===== config.mk =====
export PLATFORM = sky130hd
export DESIGN_NAME = uart_tx_buffer
export DESIGN_NICKNAME = d
export VERILOG_FILES = /design/src/rtl/uart_tx_buffer.sv
export SDC_FILE = /design/constraint.sdc
export NUM_CORES = 1
export LEC_CHECK = 0
export CAP_MARGIN = 20
export CORE_UTILIZATION = 40
export DETAILED_ROUTE_END_ITERATION = 8
export PLACE_DENSITY = 0.59
export SYNTH_ARGS = -nofsm -noshare
export SYNTH_HDL_FRONTEND = slang
export SYNTH_SLANG_ARGS = --single-unit

===== constraint.sdc =====
create_clock -name sysclk -period 2.64 [get_ports sysclk]
set_input_delay 0.528 -clock sysclk [delete_from_list [all_inputs] [get_ports sysclk]]
set_output_delay 0.528 -clock sysclk [all_outputs]
set_load 0.05 [all_outputs]

===== src/rtl/uart_tx_buffer.sv =====
// Byte FIFO feeding a UART sender through a request/idle handshake with a 255-cycle request timeout.
// Define UART_TX_OVERFLOW_FLAG_EN to add the sticky overflow output for dropped writes.
module uart_tx_buffer #(
  parameter int DEPTH = 8,
  parameter int AW    = 3
) (
  input  logic          sysclk,
  input  logic          reset,
  input  logic          wr_en,
  input  logic [7:0]    wr_data,
  output logic          full,
  output logic          empty,
  output logic [AW:0]   count,
  output logic [7:0]    TX_DATA,
  output logic          TX_EN,
  input  logic          TX_STATUS,
  // Debug view of the sender FSM: 0 = IDLE, 1 = REQ, 2 = BUSY.
  output logic [1:0]    fsm_state
`ifdef UART_TX_OVERFLOW_FLAG_EN
  ,
  output logic          overflow
`endif
);

  // Handshake: a byte is popped only when the sender reports idle; TX_EN is then
  // raised and held until the sender goes busy (TX_STATUS=0) or the request times
  // out. The next pop waits until the sender reports idle again.
  localparam logic [1:0] IDLE = 2'd0;
  localparam logic [1:0] REQ  = 2'd1;
  localparam logic [1:0] BUSY = 2'd2;

  localparam logic [AW:0] FULL_CNT = DEPTH[AW:0];
  localparam logic [7:0]  TMO_LAST = 8'd254;

  logic [7:0]    mem [DEPTH];
  logic [AW-1:0] wr_ptr;
  logic [AW-1:0] rd_ptr;
  logic [1:0]    state;
  logic [7:0]    tmo_cnt;
  logic          st_q1;
  logic          st_s;
  logic          wr_acc;
  logic          pop;

  assign full      = (count == FULL_CNT);
  assign empty     = (count == '0);
  assign wr_acc    = wr_en && !full;
  assign pop       = (state == IDLE) && !empty && st_s;
  assign fsm_state = state;

  // TX_STATUS comes from another clock domain; resets to idle.
  always_ff @(posedge sysclk) begin
    if (reset) begin
      st_q1 <= 1'b1;
      st_s  <= 1'b1;
    end else begin
      st_q1 <= TX_STATUS;
      st_s  <= st_q1;
    end
  end

  always_ff @(posedge sysclk) begin
    if (wr_acc && !reset) begin
      mem[wr_ptr] <= wr_data;
    end
  end

  always_ff @(posedge sysclk) begin
    if (reset) begin
      wr_ptr <= '0;
      rd_ptr <= '0;
      count  <= '0;
    end else begin
      if (wr_acc) begin
        wr_ptr <= wr_ptr + AW'(1);
      end
      if (pop) begin
        rd_ptr <= rd_ptr + AW'(1);
      end
      case ({wr_acc, pop})
        2'b10:   count <= count + (AW+1)'(1);
        2'b01:   count <= count - (AW+1)'(1);
        default: count <= count;
      endcase
    end
  end

  always_ff @(posedge sysclk) begin
    if (reset) begin
      state   <= IDLE;
      TX_EN   <= 1'b0;
      TX_DATA <= 8'h00;
      tmo_cnt <= 8'd0;
    end else begin
      case (state)
        IDLE: begin
          TX_EN <= 1'b0;
          if (pop) begin
            TX_DATA <= mem[rd_ptr];
            tmo_cnt <= 8'd0;
            state   <= REQ;
          end
        end
        REQ: begin
          if (!st_s) begin
            TX_EN <= 1'b0;
            state <= BUSY;
          end else if (tmo_cnt == TMO_LAST) begin
            // Sender never acknowledged: the byte is abandoned, not re-queued.
            TX_EN   <= 1'b0;
            tmo_cnt <= 8'd0;
            state   <= IDLE;
          end else begin
            TX_EN   <= 1'b1;
            tmo_cnt <= tmo_cnt + 8'd1;
          end
        end
        BUSY: begin
          TX_EN <= 1'b0;
          if (st_s) begin
            state <= IDLE;
          end
        end
        default: begin
          TX_EN <= 1'b0;
          state <= IDLE;
        end
      endcase
    end
  end

`ifdef UART_TX_OVERFLOW_FLAG_EN
  always_ff @(posedge sysclk) begin
    if (reset) begin
      overflow <= 1'b0;
    end else if (wr_en && full) begin
      overflow <= 1'b1;
    end
  end
`endif

endmodule


# [After elaboration in Yosys (flattened, before gate mapping)]
# Memories as Yosys holds them, arrays and structs flattened. A register that Yosys moved wholly into a read port is not among the register bits.
# Index checks and enable logic that the tools add are counted.
[classes] n_addsub=5 mul=0 div=0 magnitude_cmp=0 n_eq_ne=10 shift=0 n_mux=13 n_bitwise=2 reduce_logical=15
[op_table] operator="8-bit two-way mux" count=3
[op_table] operator="8-bit one-hot mux with 2 select lines" count=1
[op_table] operator="8-bit by 1-bit adder with 8-bit output (second input constant)" count=1
[op_table] operator="8-bit equality test (second input constant)" count=1
[op_table] operator="2-bit two-way mux" count=4
[op_table] operator="4-bit one-hot mux with 2 select lines" count=1
[op_table] operator="3-bit by 1-bit adder with 3-bit output (second input constant)" count=2
[op_table] operator="2-bit != test (second input constant)" count=3
[op_table] operator="2-bit one-hot mux with 3 select lines" count=1
[op_table] operator="3-bit AND reduction" count=2
[op_table] operator="4-bit by 1-bit adder with 4-bit output (second input constant)" count=1
[op_table] operator="2-bit by 1-bit equality test with 1-bit output (second input constant)" count=2
[op_table] operator="2-bit equality test (second input constant)" count=2
[op_table] operator="4-bit equality test (second input constant)" count=1
[op_table] operator="1-bit logical AND" count=4
[op_table] operator="4-bit zero test" count=1
[op_table] operator="2-bit nonzero test" count=2
[op_table] operator="4-bit by 1-bit subtractor with 4-bit output (second input constant)" count=1
[op_table] operator="1-bit zero test" count=3
[op_table] operator="1-bit two-way mux" count=3
[op_table] operator="3-bit != test (second input constant)" count=1
[op_table] operator="3-bit OR reduction" count=1
[op_table] operator="2-bit zero test" count=1
[op_table] operator="1-bit NOT" count=2
[op_table] operator="2-bit AND reduction" count=1
[totals] register_bits=23 latchBits=0 ram_bits=64 rom_bits=0 output_inout_bits=17 word_cells=54 memories=1
[memory_table] name="mem" depth=8 width=8 rd=1 rd_clocked_by_memory_dff=1 write_ports=1 line="35" rtl="logic [7:0] mem [DEPTH];"

# [Longest topological paths before layout]
[logic_depth] depth_word=6 mapped_depth=11 depth_no_buf=10

# [Worst setup path after synthesis]
# Ideal clock, no wire load.
[synth_path] kind="register to register" from="register count[3]" to="register count[3]" setup_ps=71 arrival_time_ps=2995 slack_ps=-426 stages_incl_launch_ff=11 n_path_buf=1 path_cell_list="dfxtp_1 > or4_4 > inv_2 > nor3_1 > buf_2 > ha_1 > ha_1 > a21oi_1 > a21oi_1 > or4_1 > a21oi_1"
[synth_via] elab_chain_cells=6 word_cells_on_any_way=13 cone_classes="2 x add/sub; 3 x eq/ne; 1 x mux; 7 x reduce/logical"
[synth_lines] item="start, declared" line="13" rtl="output logic [AW:0] count,"
[synth_lines] item="start signal, assigned" line="81" rtl="2'b10: count <= count + (AW+1)'(1);"
[synth_lines] item="start signal, assigned" line="82" rtl="2'b01: count <= count - (AW+1)'(1);"
[synth_lines] item="start signal, assigned" line="83" rtl="default: count <= count;"
[synth_lines] item="4-bit zero test *" line="46" rtl="assign empty = (count == '0);"
[synth_lines] item="net empty" line="12" rtl="output logic empty,"
[synth_lines] item="1-bit zero test *" line="48" rtl="assign pop = (state == IDLE) && !empty && st_s;"
[synth_lines] item="1-bit logical AND * (2 in series)" line="48"
[synth_lines] item="net pop" line="43" rtl="logic pop;"
[synth_lines] item="2-bit by 1-bit equality test with 1-bit output or 2-bit equality test (tied branches)" line="80" rtl="case ({wr_acc, pop})"
[synth_lines] item="4-bit one-hot mux with 2 select lines or 2-bit nonzero test (tied branches)"
# Mark *: on every way through the listed nets, which the timed path passes. The rest lies on a longest branch.
# A chain may end at the register's enable or synchronous reset.

# [Final worst setup path]
[layout_path] from="register count[2]" to="register count[3]"
[layout_via] elab_chain_cells=6 word_cells_on_any_way=13 cone_classes="2 x add/sub; 3 x eq/ne; 1 x mux; 7 x reduce/logical"
[layout_lines] item="4-bit zero test" line="46"
[layout_lines] item="1-bit zero test" line="48"
[layout_lines] item="1-bit logical AND (2 in series)" line="48"
[layout_lines] item="2-bit by 1-bit equality test with 1-bit output or 2-bit equality test (tied branches)" line="80"
[layout_lines] item="4-bit one-hot mux with 2 select lines or 2-bit nonzero test (tied branches)"
# Several ways; a longest one is shown, not always the timed one.

==> impl_metrics.env <==
export IMPL_port_buffers=28
export IMPL_cp_arrival_ps=2730
export IMPL_status="finished clean"
export IMPL_rows=35
export IMPL_die_w_um=100.8
export IMPL_antenna_left=0
export IMPL_cp_end_kind="register"
export IMPL_rsz0062_at_grt="false"
export IMPL_synth_seq_cells=95
export IMPL_synth_cell_types=47
export IMPL_grt_first_pass_wirelength_um=11230
export IMPL_drt_iter0_markers=94
export IMPL_async_flop_share=0
export IMPL_cts_buffers=9
export IMPL_pin_count=29
export IMPL_p_leak_nw=1.582
export IMPL_min_from="st_q1$_SDFF_PP1_"
export IMPL_path_clk_slew_ps=100
export IMPL_slew_violations=0
export IMPL_timing_final_crit_share=0.9254
export IMPL_core_area_mm2=0.009328
export IMPL_synth_edff_count=64
export IMPL_drtPass1Iterations=4
export IMPL_hold_end="st_s$_SDFF_PP1_"
export IMPL_timing_fmax_ghz=0.4093
export IMPL_fp_dieH_um=100.8
export IMPL_insertion_delay_ps=360
export IMPL_reg2reg_depth=9
export IMPL_netlist_area_mm2=0.003905
export IMPL_grt_overflow=0
export IMPL_cp_max_fo=5
export IMPL_postPlaceCellArea_mm2=0.004482
export IMPL_wl_per_cell_um=16.36
export IMPL_final_common_cell="edfxtp_1"
export IMPL_hold_depth=1
export IMPL_diodes=0
export IMPL_synth_cells=253
export IMPL_cp_slowest_cell="or4b_4"
export IMPL_area_delta_synth_final_pct=19.61
export IMPL_dp_hpwl_um=4577
export IMPL_ir_drop_v=0.0004814
export IMPL_grt_usage=0.1548
export IMPL_synth_nets=273
export IMPL_cts_hold_buffers=0
export IMPL_min_path_type="reg2reg"
export IMPL_grt_max_degree=25
export IMPL_setup_viol=0
export IMPL_grt_antenna_before_repair=0
export IMPL_r2r_setup_slack_ps=200
export IMPL_drc=0
export IMPL_period_minus_slack_ps=2443
export IMPL_layout_drive_gt1_share=0.2895
export IMPL_cts_sinks=95
export IMPL_skew_ps=12.55
export IMPL_yosysSeqAreaShare=0.6511
export IMPL_vias_per_cell=5.076
export IMPL_max_stage_delay_ps=570
export IMPL_final_nets=319
export IMPL_reg2reg_from="count[2]$_SDFFE_PP0P_"
export IMPL_die_area_mm2=0.01016
export IMPL_layout_cells_non_filler=433
export IMPL_ys_warn_count=0
export IMPL_synth_area_per_cell_um2=15.43
export IMPL_maxCapViolations=0
export IMPL_start_util=0.4186
export IMPL_finalWirelength_um=7086
export IMPL_globalplace_congestion=0.7400
export IMPL_cts_tree="done"
export IMPL_power_density_mw_per_mm2=1043
export IMPL_num_vias=2198
export IMPL_worst_slew_pin_slew_ps=570.1
export IMPL_fin_area_mm2=0.004671
export IMPL_grt_pass1_vias=2091
export IMPL_criticalPathCategory="reg2reg"
export IMPL_dp_cells=417
export IMPL_root_buffer="clkbuf_8"
export IMPL_crit_chain="buf_4 -> or4b_4 -> nand2_2 -> ha_4 -> ha_4 -> a21oi_2 -> a21oi_1 -> or4_1 -> a21oi_1"
export IMPL_synth_main_ff_cell="edfxtp_1"
export IMPL_r2r_end="count[3]$_SDFFE_PP0P_"
export IMPL_cp_start_kind="register"
export IMPL_htree_num_levels=3
export IMPL_cts_buffer_depth=2
export IMPL_crit_required_ps=2920
export IMPL_max_slew_margin_rel=0.6187
export IMPL_timing_final_hold_violations=0
export IMPL_layout_common_cells="64 x edfxtp_1, 30 x nor2_1, 27 x dfxtp_1, 26 x clkdlybuf4s50_1, 21 x buf_4"
registers in the layout (all words and copies together) (netlist names):
| register | count |
|---|---|
| TX_DATA | 8 |
| count | 4 |
| tmo_cnt | 8 |
| st_q1 | 1 |
| fsm_state | 2 |
| rd_ptr | 3 |
| mem | 64 |
| TX_EN | 1 |
| wr_ptr | 3 |
| st_s | 1 |
routing by layer:
metal	vias up	routed length (um)	track usage
met3	7	206	0.02982
li1	1053	-	-
met1	1103	3443	0.2156
met4	0	109	0.07023
met2	35	3326	0.2360
met5	-	0	0
critical path: cells and delay by family, from the launching register on:
kind,cells,cell delay [ps]
adders and majority gates,2,370
and+or+nand+nor,3,1160
AOI/OAI and AO/OA,3,340
buffers and inverters,1,150
DFF,1,350
Yosys cell counts (all sizes together), types with 2 or more instances:
master	instances	area [um2]
and4	3	26.28
o21bai	2	30.03
nor2	31	118.9
mux4	16	360.4
mux2i	2	20.02
clkbuf	6	23.77
buf	6	42.54
xor2	10	87.58
dfxtp	31	620.6
o22ai	8	50.05
or2	2	12.51
o211ai	3	37.54
or4	2	18.77
nand2	4	17.52
ha	7	87.58
nand3	7	52.55
nor3	13	105.1
edfxtp	64	1922
o2111ai	2	30.03
inv	8	30.03
xnor2	4	35.03
a21oi	6	30.03
nor4b	2	17.52
through the flow:
step,TNS (ps),setup WS [ps],utilization,hold slack (ps),power (mW)
finish,0,196.9,0.5007,420.9,4.871
global placement,0,7.289,0.4805,399.0,3.992
floorplan,0,0.2052,-,389.5,3.474
detailed placement,-27.49,-27.49,0.4805,398.9,4.021
CTS,0,109.7,0.5003,425.6,4.925
global route,0,12.28,0.5007,448.1,5.131
what timing repair did:
action	4_1_cts	5_1_grt
setup buffers	0	0
gates resized for setup	1	1
cloned	0	0
setup endpoints to repair	1	1
kinds of logic (layout without fill, tap and decap cells):
logic type / Yosys count / in the layout / synth area share
xor gates and xnor gates: 14 / 14 / 0.03140
DFF: 95 / 95 / 0.6511
adders and majority gates: 8 / 8 / 0.02755
buffers and inverters: 20 / 71 / 0.02467
and+or+nand+nor: 73 / 73 / 0.1134
AOI/OAI and AO/OA: 25 / 25 / 0.05447
muxes: 18 / 18 / 0.09741
where the power goes:
group	switching, mW	total [mW]	internal (mW)
combinational	1.30	2.12	0.823
sequential	0.0932	1.85	1.76
clock	0.534	0.894	0.360
cell type report:
type                    instances  area (um2)
repair buffers                 47       417.9
clock inverters                 6       51.30
flip-flops and latches         95        2552
multi-input cells             138        1323
inverters                       8       37.54
clock buffers                  10       127.6
fillers                       809        4657
well taps                     129       161.4
worst max-delay path by stage:
stage / end / from / slack, ps
after floorplan: count[3]$_SDFFE_PP0P_ / count[1]$_SDFFE_PP0P_ / 0.2
after global placement: count[3]$_SDFFE_PP0P_ / count[1]$_SDFFE_PP0P_ / 7
after detailed placement: count[3]$_SDFFE_PP0P_ / count[1]$_SDFFE_PP0P_ / -30
after CTS: count[3]$_SDFFE_PP0P_ / count[2]$_SDFFE_PP0P_ / 110
after global routing: count[3]$_SDFFE_PP0P_ / count[1]$_SDFFE_PP0P_ / 10
final: count[3]$_SDFFE_PP0P_ / count[2]$_SDFFE_PP0P_ / 200
Note: power is estimated with default switching activity, not from simulation.
